### src/rtl/rf_pkg.sv
// -----------------------------------------------------------------------------
// rf_pkg
// Shared constants for the multi-port register file and its scoreboard.
//   DEF_DATA_W / DEF_ADDR_W / DEF_NUM_RD : default parameter values
//   NUM_WR                               : number of write-back (retire) lanes
//   ZERO_REG                             : hard-wired zero register index
// -----------------------------------------------------------------------------
package rf_pkg;

  localparam int DEF_DATA_W = 16;
  localparam int DEF_ADDR_W = 5;
  localparam int DEF_NUM_RD = 2;
  localparam int NUM_WR     = 2;
  localparam int ZERO_REG   = 0;

endpackage : rf_pkg

### src/rtl/rf_scoreboard.sv
// -----------------------------------------------------------------------------
// rf_scoreboard
// Per-register pending-write tracking for the register file. One busy bit per
// register; a reservation from decode sets it, a retire on either write lane
// clears it. Also produces the reservation handshake and a busy-register count.
//
// Ports:
//   clk        in   clock, all state on rising edge
//   rst        in   synchronous reset, active low
//   rd_addr    in   read addresses, port k at [k*ADDR_W +: ADDR_W]
//   rd_busy    out  port k's register is reserved and not retiring this cycle
//   wr_en      in   write enables, one per retire lane
//   wr_addr    in   write addresses, lane i at [i*ADDR_W +: ADDR_W]
//   rsv_en     in   reservation request
//   rsv_addr   in   register to reserve
//   rsv_ready  out  reservation can be accepted this cycle
//   busy_cnt   out  number of registers currently reserved
// -----------------------------------------------------------------------------
module rf_scoreboard
  import rf_pkg::*;
#(
  parameter int ADDR_W = DEF_ADDR_W,
  parameter int NUM_RD = DEF_NUM_RD
) (
  input  logic                     clk,
  input  logic                     rst,
  input  logic [NUM_RD*ADDR_W-1:0] rd_addr,
  output logic [NUM_RD-1:0]        rd_busy,
  input  logic [NUM_WR-1:0]        wr_en,
  input  logic [NUM_WR*ADDR_W-1:0] wr_addr,
  input  logic                     rsv_en,
  input  logic [ADDR_W-1:0]        rsv_addr,
  output logic                     rsv_ready,
  output logic [ADDR_W:0]          busy_cnt
);

  localparam int DEPTH = 2**ADDR_W;

  logic [DEPTH-1:0] r_busy;
  logic [DEPTH-1:0] w_hit;       // register targeted by an enabled write lane
  logic [DEPTH-1:0] w_set;       // accepted reservation (one-hot or zero)
  logic [DEPTH-1:0] w_clr;       // busy bits actually dropping this edge
  logic [DEPTH-1:0] w_busy_nxt;
  logic [ADDR_W:0]  r_busy_cnt;
  logic [ADDR_W:0]  w_clr_cnt;
  logic [ADDR_W:0]  w_busy_cnt_nxt;
  logic             w_rsv_ready;
  logic             w_set_new;

  // NOTE: every signal written in an always_comb gets a default before any
  // conditional assignment, otherwise a path that skips it infers a latch.
  always_comb begin
    w_hit = '0;
    for (int i = 0; i < NUM_WR; i++) begin
      if (wr_en[i] && (wr_addr[i*ADDR_W +: ADDR_W] != ADDR_W'(ZERO_REG)))
        w_hit[wr_addr[i*ADDR_W +: ADDR_W]] = 1'b1;
    end
  end

  // A retiring write frees the slot in the same cycle, so a new producer can
  // take over the register without a bubble. Register 0 is never busy, so
  // it is always ready.
  assign w_rsv_ready = ~r_busy[rsv_addr] | w_hit[rsv_addr];

  always_comb begin
    w_set = '0;
    if (rsv_en && w_rsv_ready && (rsv_addr != ADDR_W'(ZERO_REG)))
      w_set[rsv_addr] = 1'b1;
  end

  // A set on a retiring register cancels its clear: the new producer owns it.
  assign w_clr      = r_busy & w_hit & ~w_set;
  assign w_busy_nxt = (r_busy & ~w_clr) | w_set;
  assign w_set_new  = |(w_set & ~r_busy);

  always_comb begin
    w_clr_cnt = '0;
    for (int j = 0; j < DEPTH; j++)
      w_clr_cnt = w_clr_cnt + (ADDR_W+1)'(w_clr[j]);
  end

  // Incremental update keeps busy_cnt equal to the population of r_busy.
  assign w_busy_cnt_nxt = r_busy_cnt + (ADDR_W+1)'(w_set_new) - w_clr_cnt;

  // NOTE: sequential state uses non-blocking assignments so every flop
  // samples the pre-edge values regardless of statement order.
  always_ff @(posedge clk) begin
    if (!rst) begin
      r_busy     <= '0;
      r_busy_cnt <= '0;
    end else begin
      r_busy     <= w_busy_nxt;
      r_busy_cnt <= w_busy_cnt_nxt;
    end
  end

  always_comb begin
    rd_busy = '0;
    for (int k = 0; k < NUM_RD; k++)
      rd_busy[k] = r_busy[rd_addr[k*ADDR_W +: ADDR_W]] &
                   ~w_hit[rd_addr[k*ADDR_W +: ADDR_W]];
  end

  assign rsv_ready = w_rsv_ready;
  assign busy_cnt  = r_busy_cnt;

endmodule : rf_scoreboard

### src/rtl/register_file_mp.sv
// -----------------------------------------------------------------------------
// register_file_mp
// Multi-port register file: NUM_RD combinational read ports with write-first
// bypass, two write-back lanes (lane 1 wins on collision), register 0 tied to
// zero, and a pending-write scoreboard for RAW hazard detection in decode.
//
// Ports:
//   clk        in   clock, all state on rising edge
//   rst        in   synchronous reset, active low
//   rd_addr    in   NUM_RD*ADDR_W  read addresses, port k at [k*ADDR_W +: ADDR_W]
//   rd_data    out  NUM_RD*DATA_W  read data, port k at [k*DATA_W +: DATA_W]
//   rd_busy    out  NUM_RD         port k's register has an unretired producer
//   wr_en      in   2              write enables, lanes 0 and 1
//   wr_addr    in   2*ADDR_W       write addresses
//   wr_data    in   2*DATA_W       write data
//   rsv_en     in   1              reservation request from decode
//   rsv_addr   in   ADDR_W         destination register to reserve
//   rsv_ready  out  1              reservation may be accepted this cycle
//   busy_cnt   out  ADDR_W+1       number of currently reserved registers
// -----------------------------------------------------------------------------
module register_file_mp
  import rf_pkg::*;
#(
  parameter int DATA_W = DEF_DATA_W,
  parameter int ADDR_W = DEF_ADDR_W,
  parameter int NUM_RD = DEF_NUM_RD
) (
  input  logic                     clk,
  input  logic                     rst,
  input  logic [NUM_RD*ADDR_W-1:0] rd_addr,
  output logic [NUM_RD*DATA_W-1:0] rd_data,
  output logic [NUM_RD-1:0]        rd_busy,
  input  logic [NUM_WR-1:0]        wr_en,
  input  logic [NUM_WR*ADDR_W-1:0] wr_addr,
  input  logic [NUM_WR*DATA_W-1:0] wr_data,
  input  logic                     rsv_en,
  input  logic [ADDR_W-1:0]        rsv_addr,
  output logic                     rsv_ready,
  output logic [ADDR_W:0]          busy_cnt
);

  localparam int DEPTH = 2**ADDR_W;

  logic [DATA_W-1:0] r_regs [DEPTH];

  // NOTE: the array is cleared on reset because the register file is a flop
  // array with a defined post-reset state; a RAM-style memory would not be
  // reset, but this one must read 0 everywhere after reset.
  always_ff @(posedge clk) begin
    if (!rst) begin
      for (int i = 0; i < DEPTH; i++)
        r_regs[i] <= '0;
    end else begin
      // Lane 1 is applied last, so it wins when both lanes hit one register.
      for (int i = 0; i < NUM_WR; i++) begin
        if (wr_en[i] && (wr_addr[i*ADDR_W +: ADDR_W] != ADDR_W'(ZERO_REG)))
          r_regs[wr_addr[i*ADDR_W +: ADDR_W]] <= wr_data[i*DATA_W +: DATA_W];
      end
    end
  end

  // Read ports: stored value, overridden by a same-cycle write (lane 1 over
  // lane 0), and forced to zero for register 0.
  for (genvar k = 0; k < NUM_RD; k++) begin : g_rd
    logic [ADDR_W-1:0] w_addr;
    logic [DATA_W-1:0] w_val;

    assign w_addr = rd_addr[k*ADDR_W +: ADDR_W];

    always_comb begin
      w_val = r_regs[w_addr];
      for (int i = 0; i < NUM_WR; i++) begin
        if (wr_en[i] && (wr_addr[i*ADDR_W +: ADDR_W] == w_addr))
          w_val = wr_data[i*DATA_W +: DATA_W];
      end
      if (w_addr == ADDR_W'(ZERO_REG))
        w_val = '0;
    end

    assign rd_data[k*DATA_W +: DATA_W] = w_val;
  end

  rf_scoreboard #(
    .ADDR_W (ADDR_W),
    .NUM_RD (NUM_RD)
  ) u_scoreboard (
    .clk       (clk),
    .rst       (rst),
    .rd_addr   (rd_addr),
    .rd_busy   (rd_busy),
    .wr_en     (wr_en),
    .wr_addr   (wr_addr),
    .rsv_en    (rsv_en),
    .rsv_addr  (rsv_addr),
    .rsv_ready (rsv_ready),
    .busy_cnt  (busy_cnt)
  );

endmodule : register_file_mp
### config.mk
export PLATFORM = sky130hd
export DESIGN_NAME = register_file_mp
export DESIGN_NICKNAME = d
export VERILOG_FILES = /design/src/rtl/rf_pkg.sv /design/src/rtl/rf_scoreboard.sv /design/src/rtl/register_file_mp.sv
export SDC_FILE = /design/constraint.sdc
export NUM_CORES = 1
export LEC_CHECK = 0
export CAP_MARGIN = 20
export CORE_ASPECT_RATIO = 0.9
export CORE_MARGIN = 1.5
export CORE_UTILIZATION = 60
export CTS_BUF_LIST = sky130_fd_sc_hd__clkbuf_4 sky130_fd_sc_hd__clkbuf_8
export DETAILED_ROUTE_END_ITERATION = 7
export MAX_ROUTING_LAYER = met4
export PLACE_DENSITY = 0.75
export SYNTH_ARGS = -nofsm -noshare
export SYNTH_HDL_FRONTEND = slang
export SYNTH_SLANG_ARGS = --single-unit
### constraint.sdc
create_clock -name clk -period 17.4 [get_ports clk]
set_clock_uncertainty 0.05 [all_clocks]
set_input_delay 5.22 -clock clk [delete_from_list [all_inputs] [get_ports clk]]
set_output_delay 5.22 -clock clk [all_outputs]
set_load 0.02 [all_outputs]
==> out/results.ini <==
[status]
status=finished clean

[sta]
fin_tns_setup_ps=0
worst_slew_pin_slew_ps=1340
finalCriticalPeriod_ps=14590
grt_setup_unrepaired=false
finalHoldViolations=0
maxSlewViolCount=0
whs_ps=452
relSlewSlack=0.103
fmax_mhz=68.5
fin_crit_sh=0.839
finalSetupViolCount=0

[clock_network]
clockRootBuffer=clkbuf_8
clockBufferDepth=3
cts_hold_buf=0
clock_sinks=550
insertion_delay_ps=730
cts_resized=0
cts_buffers=90
postCtsSetupBuffers=0
cts_tree=yes
htreeDepth=3
clk_pin_slew_ps=70

[placement]
gp_congestion=1.05
portBuffers=102
hpwl_mm=87.1

[worst_setup_path]
end_kind=output pin
worst_setup_path_start_kind=primary input
path_max_fanout=15
arrival_ps=9320
critPathKind=primary input to output pin
required_ps=12130

[pwr]
p_total_mw=3.39
ir_drop_v=0.0000592
cellPowerDensity_mw_per_mm2=87.0
leakage_nw=13.3

[grt]
overflow=0
grt_use_total=0.468
antenna_found_initial=9
grt_pass1_wl_mm=192
grt_max_degree=84
grt_pass1_vias=26600

[logic_synthesis]
synth_top_area_cell=edfxtp_1
avgSynthCellArea_um2=13.6
ys_async_sr_fraction=0
synth.distinct_cells=69
ys_ff_latch=550
synth_area_leaders=edfxtp_1 (44%), mux4_2 (23%), a22o_1 (12%)
synth_top_area_share=0.436
synth_enable_flop_cells=512
syn_area_mm2=0.0353
synth_cells=2599
synth_ff_type=edfxtp_1
yosys_warnings=0
yosysSeqAreaShare=0.457

[min_path]
hold_class=register to register

[drt]
drc=0
routedWlPerCell_um=40.4
drt_first_pass_iters=7
viasPerCell=8.36
antenna_left=0
drtIter0Drc=5787
wl_mm=137
via_count=28400

[floorplan]
fp-row-count=84
start_util=0.605
die_y_um=233
die_x_um=259
io_pins=103
die_area_mm2=0.0603
core_area_mm2=0.0583

[job]
max_cap_viol_count=0

[final_layout]
nets=2662
syn_to_final_growth_pct=10.5
drive_above_1_share=0.256
final_cell_mix=edfxtp_1 (512), a22o_1 (497), mux4_2 (355)
layout_commonest_cell=edfxtp_1

==> Yosys cell counts, types with 29 or more instances <==
cell,count
a22o_1,497
buf_1,67
buf_2,34
clkbuf_1,270
dfxtp_1,38
edfxtp_1,512
fa_1,30
inv_1,70
mux4_2,355
nand2_1,187
nand3_1,70
nor2_1,48
o211ai_1,29
==> registers in the layout, summed over array words and instances, names as in the netlist <==
register / count
r_regs: 512
u_scoreboard.busy_cnt: 6
u_scoreboard.r_busy: 32
==> cell families after synthesis <==
family	after synthesis	share of synthesized area
compound gates	716	0.170
flops	550	0.457
buf+inv	445	0.0486
simple gates	436	0.0607
mux	372	0.232
fa+ha+maj	56	0.0262
xor+xnor	23	0.00571
other cells	1	0.000106
==> final timing paths <==
| path | startpoint | to | slack (ps) | depth (start not counted) |
|---|---|---|---|---|
| worst max-delay path | wr_en[1] | rd_busy[1] | 2810 | 9 |
| worst min-delay path | u_scoreboard.r_busy[0]$_SDFF_PN0_ | u_scoreboard.r_busy[0]$_SDFF_PN0_ | 450 | 2 |
| worst min register to register | u_scoreboard.r_busy[0]$_SDFF_PN0_ | u_scoreboard.r_busy[0]$_SDFF_PN0_ | 450 | 2 |
| worst max register to register | u_scoreboard.r_busy[4]$_SDFF_PN0_ | u_scoreboard.busy_cnt[5]$_SDFF_PN0_ | 9380 | 25 |
==> through the flow <==
step	instances	worst slack [ps]	cell area (um2)	utilization
floorplan	2615	4530	35400	-
global placement	3212	2870	37000	0.634
detailed placement	3219	2800	37100	0.636
CTS	3376	2800	38800	0.665
global route	3391	2780	39000	0.668
finish	3393	2810	39000	0.668
==> critical path, cell delays in order <==
cell             delay, ps
clkdlybuf4s50_1        760
nor4bb_4              1090
a22oi_1                540
nand2_1                210
mux4_2                 250
o22ai_1                140
a221oi_1               360
a31oi_1                120
clkdlybuf4s50_1        620
==> per-layer routing <==
layer	GRT usage	vias up	routed length [um]
met5	-	-	0
met3	0.194	538	25100
met4	0.185	0	6220
met1	0.629	14000	47800
li1	-	10600	-
met2	0.632	3173	58000
==> cell type report <==
class / count / area, um2
fill: 4041 / 19300
multi-input combinational: 1620 / 17900
sequential: 550 / 16100
timing repair buffer: 209 / 2000
clock buffer: 118 / 1470
tap: 774 / 968
inverter: 73 / 274
clock inverter: 39 / 210
antenna: 10 / 25.0
==> power by group <==
| part | leakage (nW) | internal [mW] | total [mW] | switching, mW |
|---|---|---|---|---|
| clock network | 0.894 | 0.563 | 1.12 | 0.555 |
| logic | 7.22 | 0.286 | 0.696 | 0.410 |
| registers | 5.21 | 1.53 | 1.58 | 0.0459 |
No activity file was read; power rests on OpenSTA's default activity.
